**src/rtl/acc_seq_pkg.sv**
```systemverilog
// Shared types and default sizing for the dot-product accumulate sequencer.
package acc_seq_pkg;

  localparam int unsigned K_DEF        = 9;
  localparam int unsigned ACC_LAT_DEF  = 2;
  localparam int unsigned NORM_LAT_DEF = 2;
  localparam int unsigned VLD_W_DEF    = 12;

  typedef enum logic [2:0] {
    S_IDLE,
    S_ACCUM,
    S_DRAIN,
    S_RDY,
    S_NORM,
    S_DONE
  } state_t;

endpackage

```
**src/rtl/acc_seq_ctrl.sv**
```systemverilog
// Sequencer for one dot-product job: collect K terms, drain the adder pipe,
// normalize, then hold the result until the consumer takes it.
module acc_seq_ctrl
  import acc_seq_pkg::*;
#(
  parameter int unsigned K        = K_DEF,
  parameter int unsigned ACC_LAT  = ACC_LAT_DEF,
  parameter int unsigned NORM_LAT = NORM_LAT_DEF,
  parameter int unsigned VLD_W    = VLD_W_DEF
) (
  input  logic                     clk_i,
  input  logic                     rst,
  input  logic                     start_i,
  input  logic                     in_vld_i,
  output logic                     in_rdy_o,
  output logic                     acc_clr_o,
  output logic                     acc_en_o,
  output logic                     acc_rdy_o,
  output logic [VLD_W-1:0]         vld_d_o,
  output logic                     out_vld_o,
  input  logic                     out_rdy_i,
  output logic                     busy_o,
  output logic [$clog2(K+1)-1:0]   term_cnt_o,
  output logic                     err_o
);

  localparam int unsigned CNT_W   = $clog2(K + 1);
  localparam int unsigned LAT_MAX = (ACC_LAT > NORM_LAT) ? ACC_LAT : NORM_LAT;
  localparam int unsigned LAT_W   = $clog2(LAT_MAX + 1);

  state_t             state_q, state_d;
  logic [LAT_W-1:0]   lat_q, lat_d;
  logic [CNT_W-1:0]   cnt_d;
  logic               clr_d, in_rdy_d, acc_rdy_d, out_vld_d, busy_d, err_d;

  // Accept strobe is the registered ready window gated by the live valid
  assign acc_en_o = in_rdy_o & in_vld_i;

  // Next-state, shared latency counter and next values of registered outputs
  always_comb begin
    state_d = state_q;
    lat_d   = lat_q;
    cnt_d   = term_cnt_o;
    clr_d   = 1'b0;
    err_d   = start_i && (state_q != S_IDLE);

    case (state_q)
      S_IDLE: begin
        if (start_i) begin
          state_d = S_ACCUM;
          cnt_d   = '0;
          clr_d   = 1'b1;
        end
      end
      S_ACCUM: begin
        if (in_vld_i) begin
          if (term_cnt_o == CNT_W'(K - 1)) begin
            cnt_d   = CNT_W'(K);
            state_d = S_DRAIN;
            lat_d   = LAT_W'(ACC_LAT - 1);
          end else begin
            cnt_d = term_cnt_o + CNT_W'(1);
          end
        end
      end
      S_DRAIN: begin
        if (lat_q == '0) state_d = S_RDY;
        else             lat_d   = lat_q - LAT_W'(1);
      end
      S_RDY: begin
        state_d = S_NORM;
        lat_d   = LAT_W'(NORM_LAT - 1);
      end
      S_NORM: begin
        if (lat_q == '0) state_d = S_DONE;
        else             lat_d   = lat_q - LAT_W'(1);
      end
      S_DONE: begin
        if (out_rdy_i) state_d = S_IDLE;
      end
      default: state_d = S_IDLE;
    endcase

    in_rdy_d  = (state_d == S_ACCUM);
    acc_rdy_d = (state_d == S_RDY);
    out_vld_d = (state_d == S_DONE);
    busy_d    = (state_d != S_IDLE);
  end

  // State register with all registered outputs
  always_ff @(posedge clk_i or posedge rst) begin
    if (rst) begin
      state_q    <= S_IDLE;
      lat_q      <= '0;
      term_cnt_o <= '0;
      acc_clr_o  <= 1'b0;
      in_rdy_o   <= 1'b0;
      acc_rdy_o  <= 1'b0;
      out_vld_o  <= 1'b0;
      busy_o     <= 1'b0;
      err_o      <= 1'b0;
      vld_d_o    <= '0;
    end else begin
      state_q    <= state_d;
      lat_q      <= lat_d;
      term_cnt_o <= cnt_d;
      acc_clr_o  <= clr_d;
      in_rdy_o   <= in_rdy_d;
      acc_rdy_o  <= acc_rdy_d;
      out_vld_o  <= out_vld_d;
      busy_o     <= busy_d;
      err_o      <= err_d;
      vld_d_o    <= {vld_d_o[VLD_W-2:0], busy_o};
    end
  end

endmodule

```
**config.mk**
```make
export PLATFORM = sky130hd
export DESIGN_NAME = acc_seq_ctrl
export DESIGN_NICKNAME = d
export VERILOG_FILES = /design/src/rtl/acc_seq_pkg.sv /design/src/rtl/acc_seq_ctrl.sv
export SDC_FILE = /design/constraint.sdc
export NUM_CORES = 1
export LEC_CHECK = 0
export BUFFER_PORTS_ARGS = -buffer_cell sky130_fd_sc_hd__buf_2
export CAP_MARGIN = 10
export CORE_MARGIN = 2
export CORE_UTILIZATION = 41
export DETAILED_ROUTE_END_ITERATION = 8
export PLACE_DENSITY = 0.74
export RECOVER_POWER = 25
export SLEW_MARGIN = 20
export SYNTH_ARGS = -nofsm -noshare
export SYNTH_HDL_FRONTEND = slang
export SYNTH_SLANG_ARGS = --single-unit
```
**constraint.sdc**
```tcl
create_clock -name clk_i -period 1.4 [get_ports clk_i]
set_input_delay 0.07 -clock clk_i [delete_from_list [all_inputs] [get_ports clk_i]]
set_output_delay 0.07 -clock clk_i [all_outputs]
set_load 0.02 [all_outputs]
```
* Yosys cells after proc, flatten, opt, wreduce, memory -nomap -nowiden *
Index checks and enable logic that the tools add are counted.
W data, S select, Z words.

operators by class
  magnitude comparators = 0
  add/sub/neg operators = 2
  shift operators = 0
  mux-type cells = 17
  bitwise logic cells = 1
  divide/modulo/power cells = 0
  reduce and logical (&&, ||, !) cells = 10
  multipliers = 0
  eq/ne operators = 13

operators with widths
  operator               count
  $mux W3                6
  $pmux W3 S6            1
  $mux W4                3
  $eq A3 B2 Y1 const B   3
  $eq A3 B3 Y1 const B   3
  $reduce_bool A3 Y1     3
  $ne A2 B2 Y1 const B   4
  $pmux W4 S2            1
  $eq A3 B1 Y1 const B   2
  $mux W2                3
  $pmux W2 S3            1
  $add A4 B1 Y4 const B  1
  $eq A4 B4 Y1 const B   1
  $reduce_and A4 Y1      1
  $logic_not A3 Y1       1
  $reduce_and A3 Y1      1
  $logic_not A2 Y1       1
  $mux W1                2
  $reduce_bool A2 Y1     1
  $reduce_or A2 Y1       1
  $sub A2 B1 Y2 const B  1
  $and A1 B1 Y1          1
  $logic_and A1 B1 Y1    1

storage, ports and cells
  register bits after elaboration = 27
  bits of input ports = 5
  memories = 0
  bits in latches = 0
  memory bits (writable) = 0
  ROM bits = 0

* Longest topological paths before layout *
Gate-level depths: netlist of run 1.

  word-level depth = 5
  gate-level depth with buffers = 6
  depth with buffers taken out = 6

* Least setup slack after synthesis of run 1 *
No wires, ideal clock.

  path type = flip-flop to flip-flop
  start point = register lat_q[0]
  end point = register lat_q[1]
  slack = -0.053 ns
  library setup time = 0.066 ns
  cell stages (with the launch flop) = 6
  required time = 1.334 ns
  period minus slack after synthesis = 1.453 ns
  data arrival time = 1.387 ns
  buffers on the path = 0
  path through = dfrtp_1 -> inv_1 -> ha_1 -> or4_1 -> o21ai_0 -> a221o_1

on the way
  cells in the longest elaborated chain, start to end = 3

RTL lines
  what                                               line                 source
  start: declaration                                 acc_seq_ctrl.sv:32   logic [LAT_W-1:0] lat_q, lat_d;
  start signal: assignment                           acc_seq_ctrl.sv:105  lat_q <= lat_d;
  $sub A2 B1 Y2 or $logic_not A2 Y1 (tied branches)  -
  $mux W2 or $ne A2 B2 Y1 (tied branches)            -
  $pmux W2 S3 or $reduce_and A4 Y1 (tied branches)   -

Parallel ways exist; a longest one is shown, timed or not. The select of a mux whose other input is x is not followed.
A chain may end at the register's enable or synchronous reset.

* Final worst setup path of run 1 *
Same ends and word-level chain as after synthesis.

==> impl_metrics.env, run 1 <==
export IMPL_dieHeight_um=56.67
export IMPL_grt_pass1_wl_mm=4.271
export IMPL_finalHoldViolations=0
export IMPL_syn_to_final_growth_pct=32.23
export IMPL_min_to="out_vld_o"
export IMPL_cts_tree="done"
export IMPL_cts_buffer_depth=2
export IMPL_drive_gt1_share_pct=39.33
export IMPL_vias_per_cell=5.282
export IMPL_drtIter0Drc=16
export IMPL_ys_flop_type="dfrtp_1"
export IMPL_syn_instance_count=102
export IMPL_dr_pass1_iters=4
export IMPL_final_setup_viol_count=0
export IMPL_cts_buffers=3
export IMPL_skew_ns=0.001550
export IMPL_drc=0
export IMPL_routedWlPerCell_um=13.44
export IMPL_cp_required_ns=1.68
export IMPL_max_cap_violations=0
export IMPL_p_sw_share_pct=40.16
export IMPL_post_place_ws_ns=-0.02223
export IMPL_hold_class="in2reg"
export IMPL_synthTopCellsByArea="dfrtp_1, ha_1, nand2_1, inv_1, nor2_1"
export IMPL_path_class="reg2reg"
export IMPL_core_area_sq_um=2686
export IMPL_grt_max_degree=28
export IMPL_min_period_ns=1.395
export IMPL_fin_ws_ns=0.004794
export IMPL_initial_utilization_pct=42.34
export IMPL_dp_cells=171
export IMPL_critPathMaxFanout=7
export IMPL_ys_seq_area_share_pct=59.41
export IMPL_p_per_area_nw_per_um2=1891
export IMPL_min_delay_start="out_rdy_i"
export IMPL_holdPathStages=3
export IMPL_p_leak_nw=0.6888
export IMPL_fmax_mhz=716.7
export IMPL_timing_hold_ws_ns=0.07731
export IMPL_ys_ff_latch=27
export IMPL_dp_hpwl_mm=1.708
export IMPL_synth_most_common_cell="dfrtp_1"
export IMPL_row_count=19
export IMPL_ys_warn_count=0
export IMPL_cts_sinks=27
export IMPL_synthDominantCellAreaShare_pct=59.41
export IMPL_fin_crit_sh_pct=99.66
export IMPL_synthArstFlopShare_pct=100.0
export IMPL_dieArea_sq_um=3211
export IMPL_final_cells=181
export IMPL_vias=956
export IMPL_pwr_share_seq_pct=40.4
export IMPL_nNetsFinal=159
export IMPL_p_switching_mw=1.142
export IMPL_final_max_slew_viol_count=0
export IMPL_grt_overflow_total=0
export IMPL_root_buffer="clkbuf_4"
export IMPL_p_int_mw=1.701
export IMPL_rr_worst_depth=5
export IMPL_start_kind="flop"
export IMPL_postLayoutCoreUtil_pct=55.99
export IMPL_die_width_um=56.67
export IMPL_synth_area_per_cell_sq_um=11.15
export IMPL_gp_congestion=0.8256
export IMPL_maxSlewHeadroom_pct=57.41
export IMPL_final_antenna_net_count=0
export IMPL_clkTransAtPathRegs_ns=0.14
export IMPL_netlist_area_sq_um=1137
export IMPL_grt_use_total_pct=17.32
export IMPL_drt_wl_total_mm=2.433
export IMPL_clk_latency_ns=0.32
export IMPL_irDropWorstVdd_v=0.001174
export IMPL_worst_pin_slew_ns=0.6388
export IMPL_syn_nets=110
export IMPL_portBuffers=27
export IMPL_tns_ns=0
export IMPL_htree_levels=1
export IMPL_grt_pass1_vias=936
export IMPL_grt_antenna_before_repair=0
export IMPL_rr_startpoint="lat_q[0]"
export IMPL_synth_common_cells="dfrtp_1, nand2_1, inv_1, nor2_1, o21ai_1"
export IMPL_power_frac_comb_pct=47.8
export IMPL_r2r_slack_ns=0.005
export IMPL_yosysUniqueCellTypes=34
export IMPL_rsz0062_at_grt="yes"
export IMPL_endpoint_kind="flop"
export IMPL_clkPwrFrac_pct=11.8
export IMPL_yosysTopAreaCell="dfrtp_1"
export IMPL_synth_edf_count=0
export IMPL_critPathArrivalTime_ns=1.67
export IMPL_io_pins=28
export IMPL_status="finished clean"
export IMPL_diodes=0
export IMPL_reg2reg_to="lat_q[1]"
-- critical path: stages, from the launching register on --
cell,delay [ns]
dfrtp_1,0.38
inv_2,0.06
ha_4,0.17
or4_1,0.50
o21ai_1,0.09
a221o_1,0.15
-- cell type report --
type,instances,area (sq um)
clock buffers,3,22.52
well taps,31,38.79
inverters,7,26.28
repair buffers,48,292.8
clock inverters,1,7.507
flip-flops and latches,27,678.2
fillers,236,1182
multi-input cells,64,437.9
-- state kept, by name, indices dropped and copies added, names as in the netlist, 2 cells and up --
name        flops
lat_q           2
state_q         3
vld_d_o        12
term_cnt_o      4
-- cells by family after synthesis --
group | count (synthesis) | share of synthesized area [%]
buffers and inverters | 11 | 4.071
adder cells (fa/ha/maj) | 3 | 3.301
multiplexers | 1 | 0.8801
AO/OA/AOI/OAI | 27 | 15.73
flip-flops | 27 | 59.41
AND/OR/NAND/NOR | 33 | 16.61
-- metrics by stage --
step	power [mW]	cell area, sq um
final	2.843	1504
after global routing	3.060	1504
after CTS	2.803	1474
after detailed placement	2.409	1406
after global placement	2.351	1406
after floorplan	1.913	1140
-- layout by cell type (no fill, tap or decap), types with 3 or more instances in the layout --
cell / Yosys / routed
a21oi_1: 3 / 3
nand2_1: 8 / 8
nor2_1: 7 / 7
o21ai_0: 4 / 3
buf_4: 0 / 17
buf_2: 4 / 28
dfrtp_1: 27 / 25
inv_1: 7 / 6
clkbuf_4: 0 / 3
o21ai_1: 5 / 6
-- power by group through the flow --
stage,sequential (mW),combinational (mW),clock [mW]
floorplan,1.40,0.513,0
finish,1.15,1.36,0.336
global placement,1.17,1.18,0
detailed placement,1.18,1.23,0
CTS,1.17,1.27,0.364
global route,1.18,1.48,0.399
-- worst max-delay path by stage --
stage | to | slack, ns | startpoint | depth (start not counted)
6_report | lat_q[1] | 0.005 | lat_q[0] | 5
5_1_grt | lat_q[1] | -0.07 | term_cnt_o[0] | 6
4_1_cts | lat_q[1] | -0.004 | lat_q[0] | 5
3_5_place_dp | lat_q[1] | -0.02 | lat_q[0] | 5
3_3_place_gp | lat_q[0] | 0.01 | state_q[0] | 5
2_1_floorplan | lat_q[1] | 0.0006 | lat_q[0] | 5
-- per-layer routing --
metal	vias to the layer above	GRT usage, %	part of all wire [%]
li1	455	-	-
met1	454	21.08	43
met2	38	28.07	47
met3	9	6.452	6.8
met4	0	6.122	2.5
met5	-	0	0
-- repair_timing --
| item | 4_1_cts | 5_1_grt |
|---|---|---|
| hold buffers | 2 | 0 |
| setup endpoints to repair | 4 | 4 |
| endpoints found under the hold margin | 28 | 0 |
| pin swaps | 2 | 3 |
| buffers inserted | 0 | 4 |
| gates resized for setup | 6 | 1 |
No activity file was read; power rests on OpenSTA's default activity.
==> inputs of run 2 (changes only) <==
--- a/config.mk
+++ b/config.mk
@@ -10,7 +10,7 @@
 export CORE_MARGIN = 2
 export CORE_UTILIZATION = 41
 export DETAILED_ROUTE_END_ITERATION = 8
-export PLACE_DENSITY = 0.74
+export PLACE_DENSITY = 0.76
 export RECOVER_POWER = 25
 export SLEW_MARGIN = 20
 export SYNTH_ARGS = -nofsm -noshare
==> constraint.sdc (replaced) <==
create_clock -name clk_i -period 1.4 [get_ports clk_i]
set_input_delay 0 -clock clk_i [delete_from_list [all_inputs] [get_ports clk_i]]
set_output_delay 0 -clock clk_i [all_outputs]
set_load 0.02 [all_outputs]
==> run 2 against run 1 <==
Effect of this change:
- the run now ends with setup timing left
- critical endpoint unchanged
- core utilization rose by 1.3 points
- power rose by 3.1%
- cell area increased by 2.2%
- critical path depth is 1 higher
- fmax is 3.4% lower
- final cell count grew 1.1%
- combinational power rose by 5%
- first-iteration DRC count grew 110%
- critical path type unchanged
- largest power group unchanged
- highest routed layer unchanged
==> impl_metrics.env, run 2 (synthesized netlist as in run 1, its figures left out) <==
export IMPL_drtIter0Drc=34
export IMPL_gp_congestion=0.8227
export IMPL_cts_sinks=27
export IMPL_clk_latency_ns=0.32
export IMPL_drt_wl_total_mm=2.578
export IMPL_rr_startpoint="term_cnt_o[1]"
export IMPL_cts_buffer_depth=2
export IMPL_p_sw_share_pct=40.29
export IMPL_final_max_slew_viol_count=0
export IMPL_routedWlPerCell_um=14.09
export IMPL_final_antenna_net_count=0
export IMPL_reg2reg_to="lat_q[1]"
export IMPL_cts_buffers=3
export IMPL_mostFrequentLayoutCells="buf_2, dfrtp_1, buf_4, nand2_1"
export IMPL_vias_per_cell=5.481
export IMPL_drive_gt1_share_pct=41.45
export IMPL_vias=1003
export IMPL_grt_antenna_before_repair=0
export IMPL_max_cap_violations=0
export IMPL_final_cells=183
export IMPL_maxSlewHeadroom_pct=62.83
export IMPL_min_period_ns=1.444
export IMPL_htree_levels=1
export IMPL_start_kind="flop"
export IMPL_slowest_delay_ns=0.40
export IMPL_dieHeight_um=56.67
export IMPL_cp_buffers_inverters=1
export IMPL_grt_max_degree=24
export IMPL_diodes=0
export IMPL_die_width_um=56.67
export IMPL_p_leak_nw=0.6987
export IMPL_rr_worst_depth=6
export IMPL_path_class="reg2reg"
export IMPL_path_delay_family="flip-flops"
export IMPL_fillCellCount=219
export IMPL_grt_use_total_pct=17.16
export IMPL_status="finished, violations left"
export IMPL_timing_hold_ws_ns=0.09143
export IMPL_largest_reg_flops=12
export IMPL_clkPwrFrac_pct=11.4
export IMPL_path_cells="inv_1 -> ha_2 -> nand4b_1 -> nand2_1 -> a211oi_2 -> a221o_1"
export IMPL_irDropWorstVdd_v=0.001310
export IMPL_dp_hpwl_mm=1.843
export IMPL_crit_slowest_cell="dfrtp_1"
export IMPL_dieArea_sq_um=3211
export IMPL_syn_to_final_growth_pct=35.20
export IMPL_grt_pass1_wl_mm=4.243
export IMPL_worst_pin_slew_ns=0.5576
export IMPL_p_switching_mw=1.182
export IMPL_fin_crit_sh_pct=103.1
export IMPL_p_per_area_nw_per_um2=1907
export IMPL_power_frac_comb_pct=48.8
export IMPL_p_int_mw=1.751
export IMPL_clkTransAtPathRegs_ns=0.14
export IMPL_critPathArrivalTime_ns=1.67
export IMPL_cp_required_ns=1.63
export IMPL_critPathMaxFanout=3
export IMPL_nNetsFinal=161
export IMPL_pwr_share_seq_pct=39.9
export IMPL_portBuffers=27
export IMPL_endpoint_kind="flop"
export IMPL_r2r_slack_ns=-0.04
export IMPL_root_buffer="clkbuf_4"
export IMPL_rsz0062_at_grt="yes"
export IMPL_mostFrequentLayoutCell="buf_2"
export IMPL_violations="setup timing"
export IMPL_row_count=19
export IMPL_regMostFlops="vld_d_o"
export IMPL_hold_class="in2async"
export IMPL_dp_cells=171
export IMPL_initial_utilization_pct=42.34
export IMPL_drc=0
export IMPL_dr_pass1_iters=4
export IMPL_grt_pass1_vias=948
export IMPL_core_area_sq_um=2686
export IMPL_skew_ns=0.002925
export IMPL_fmax_mhz=692.7
export IMPL_reg_largest_list="vld_d_o (12), term_cnt_o (4), state_q (3)"
export IMPL_fin_ws_ns=-0.04365
export IMPL_final_setup_viol_count=1
export IMPL_cts_tree="done"
export IMPL_io_pins=28
export IMPL_finalHoldViolations=0
export IMPL_grt_overflow_total=0
==> run 2: area by class of cell <==
| type | count | area, sq um | area share (%) |
|---|---|---|---|
| sequential | 27 | 678.2 | 44.10 |
| multi-input combinational | 64 | 451.7 | 29.37 |
| timing repair buffer | 50 | 312.8 | 20.34 |
| tap | 31 | 38.79 | 2.522 |
| inverter | 7 | 26.28 | 1.709 |
| clock buffer | 3 | 22.52 | 1.465 |
| clock inverter | 1 | 7.507 | 0.4882 |
==> run 2: worst max-delay path by stage <==
| stage | depth (start not counted) | start | slack [ns] | end |
|---|---|---|---|---|
| final | 6 | term_cnt_o[1] | -0.04 | lat_q[1] |
| after global placement | 5 | lat_q[0] | 0.04 | lat_q[1] |
| after detailed placement | 5 | lat_q[0] | -0.04 | lat_q[1] |
| after global routing | 6 | term_cnt_o[1] | -0.13 | lat_q[1] |
| after floorplan | 5 | lat_q[0] | 0.0006 | lat_q[1] |
| after CTS | 4 | state_q[2] | 0.001 | lat_q[1] |
==> run 2: worst reg2reg max path, cell delays in order, from the launching register on <==
cell and delay [ns]:
dfrtp_1 0.40, inv_1 0.07, ha_2 0.18, nand4b_1 0.21, nand2_1 0.15, a211oi_2 0.08
a221o_1 0.27
==> run 2: what timing repair did <==
item	4_1_cts	5_1_grt
gates cloned	0	0
pin swaps	0	3
hold buffers	3	0
setup buffers	1	4
endpoints found under the hold margin	33	0
setup endpoints to repair	3	7
gates resized for setup	5	6
==> run 2: per-stage QoR <==
| stage | util (%) | TNS (ns) | power (mW) | setup WS, ns | cell area [sq um] |
|---|---|---|---|---|---|
| 6_report | 57.24 | -0.04365 | 2.933 | -0.04365 | 1538 |
| 5_1_grt | 57.24 | -0.2880 | 3.161 | -0.1346 | 1538 |
| 4_1_cts | 55.47 | 0 | 2.840 | 0.001135 | 1490 |
| 3_5_place_dp | 52.35 | -0.04234 | 2.421 | -0.03631 | 1406 |
| 3_3_place_gp | 52.35 | 0 | 2.347 | 0.03846 | 1406 |
| 2_1_floorplan | - | 0 | 1.913 | 0.0005607 | 1140 |
==> run 2: metal layers <==
metal / global-route usage [%] / share of wire [%]
met2: 29.07 / 49
met5: 0 / 0
met3: 6.912 / 7.3
met4: 4.082 / 1.7
met1: 20.30 / 42
==> run 2: power groups by stage <==
stage | sequential (mW) | clock, mW | combinational, mW
4_1_cts | 1.16 | 0.358 | 1.32
3_5_place_dp | 1.17 | 0 | 1.25
2_1_floorplan | 1.40 | 0 | 0.513
5_1_grt | 1.20 | 0.397 | 1.56
6_report | 1.17 | 0.334 | 1.43
3_3_place_gp | 1.16 | 0 | 1.19
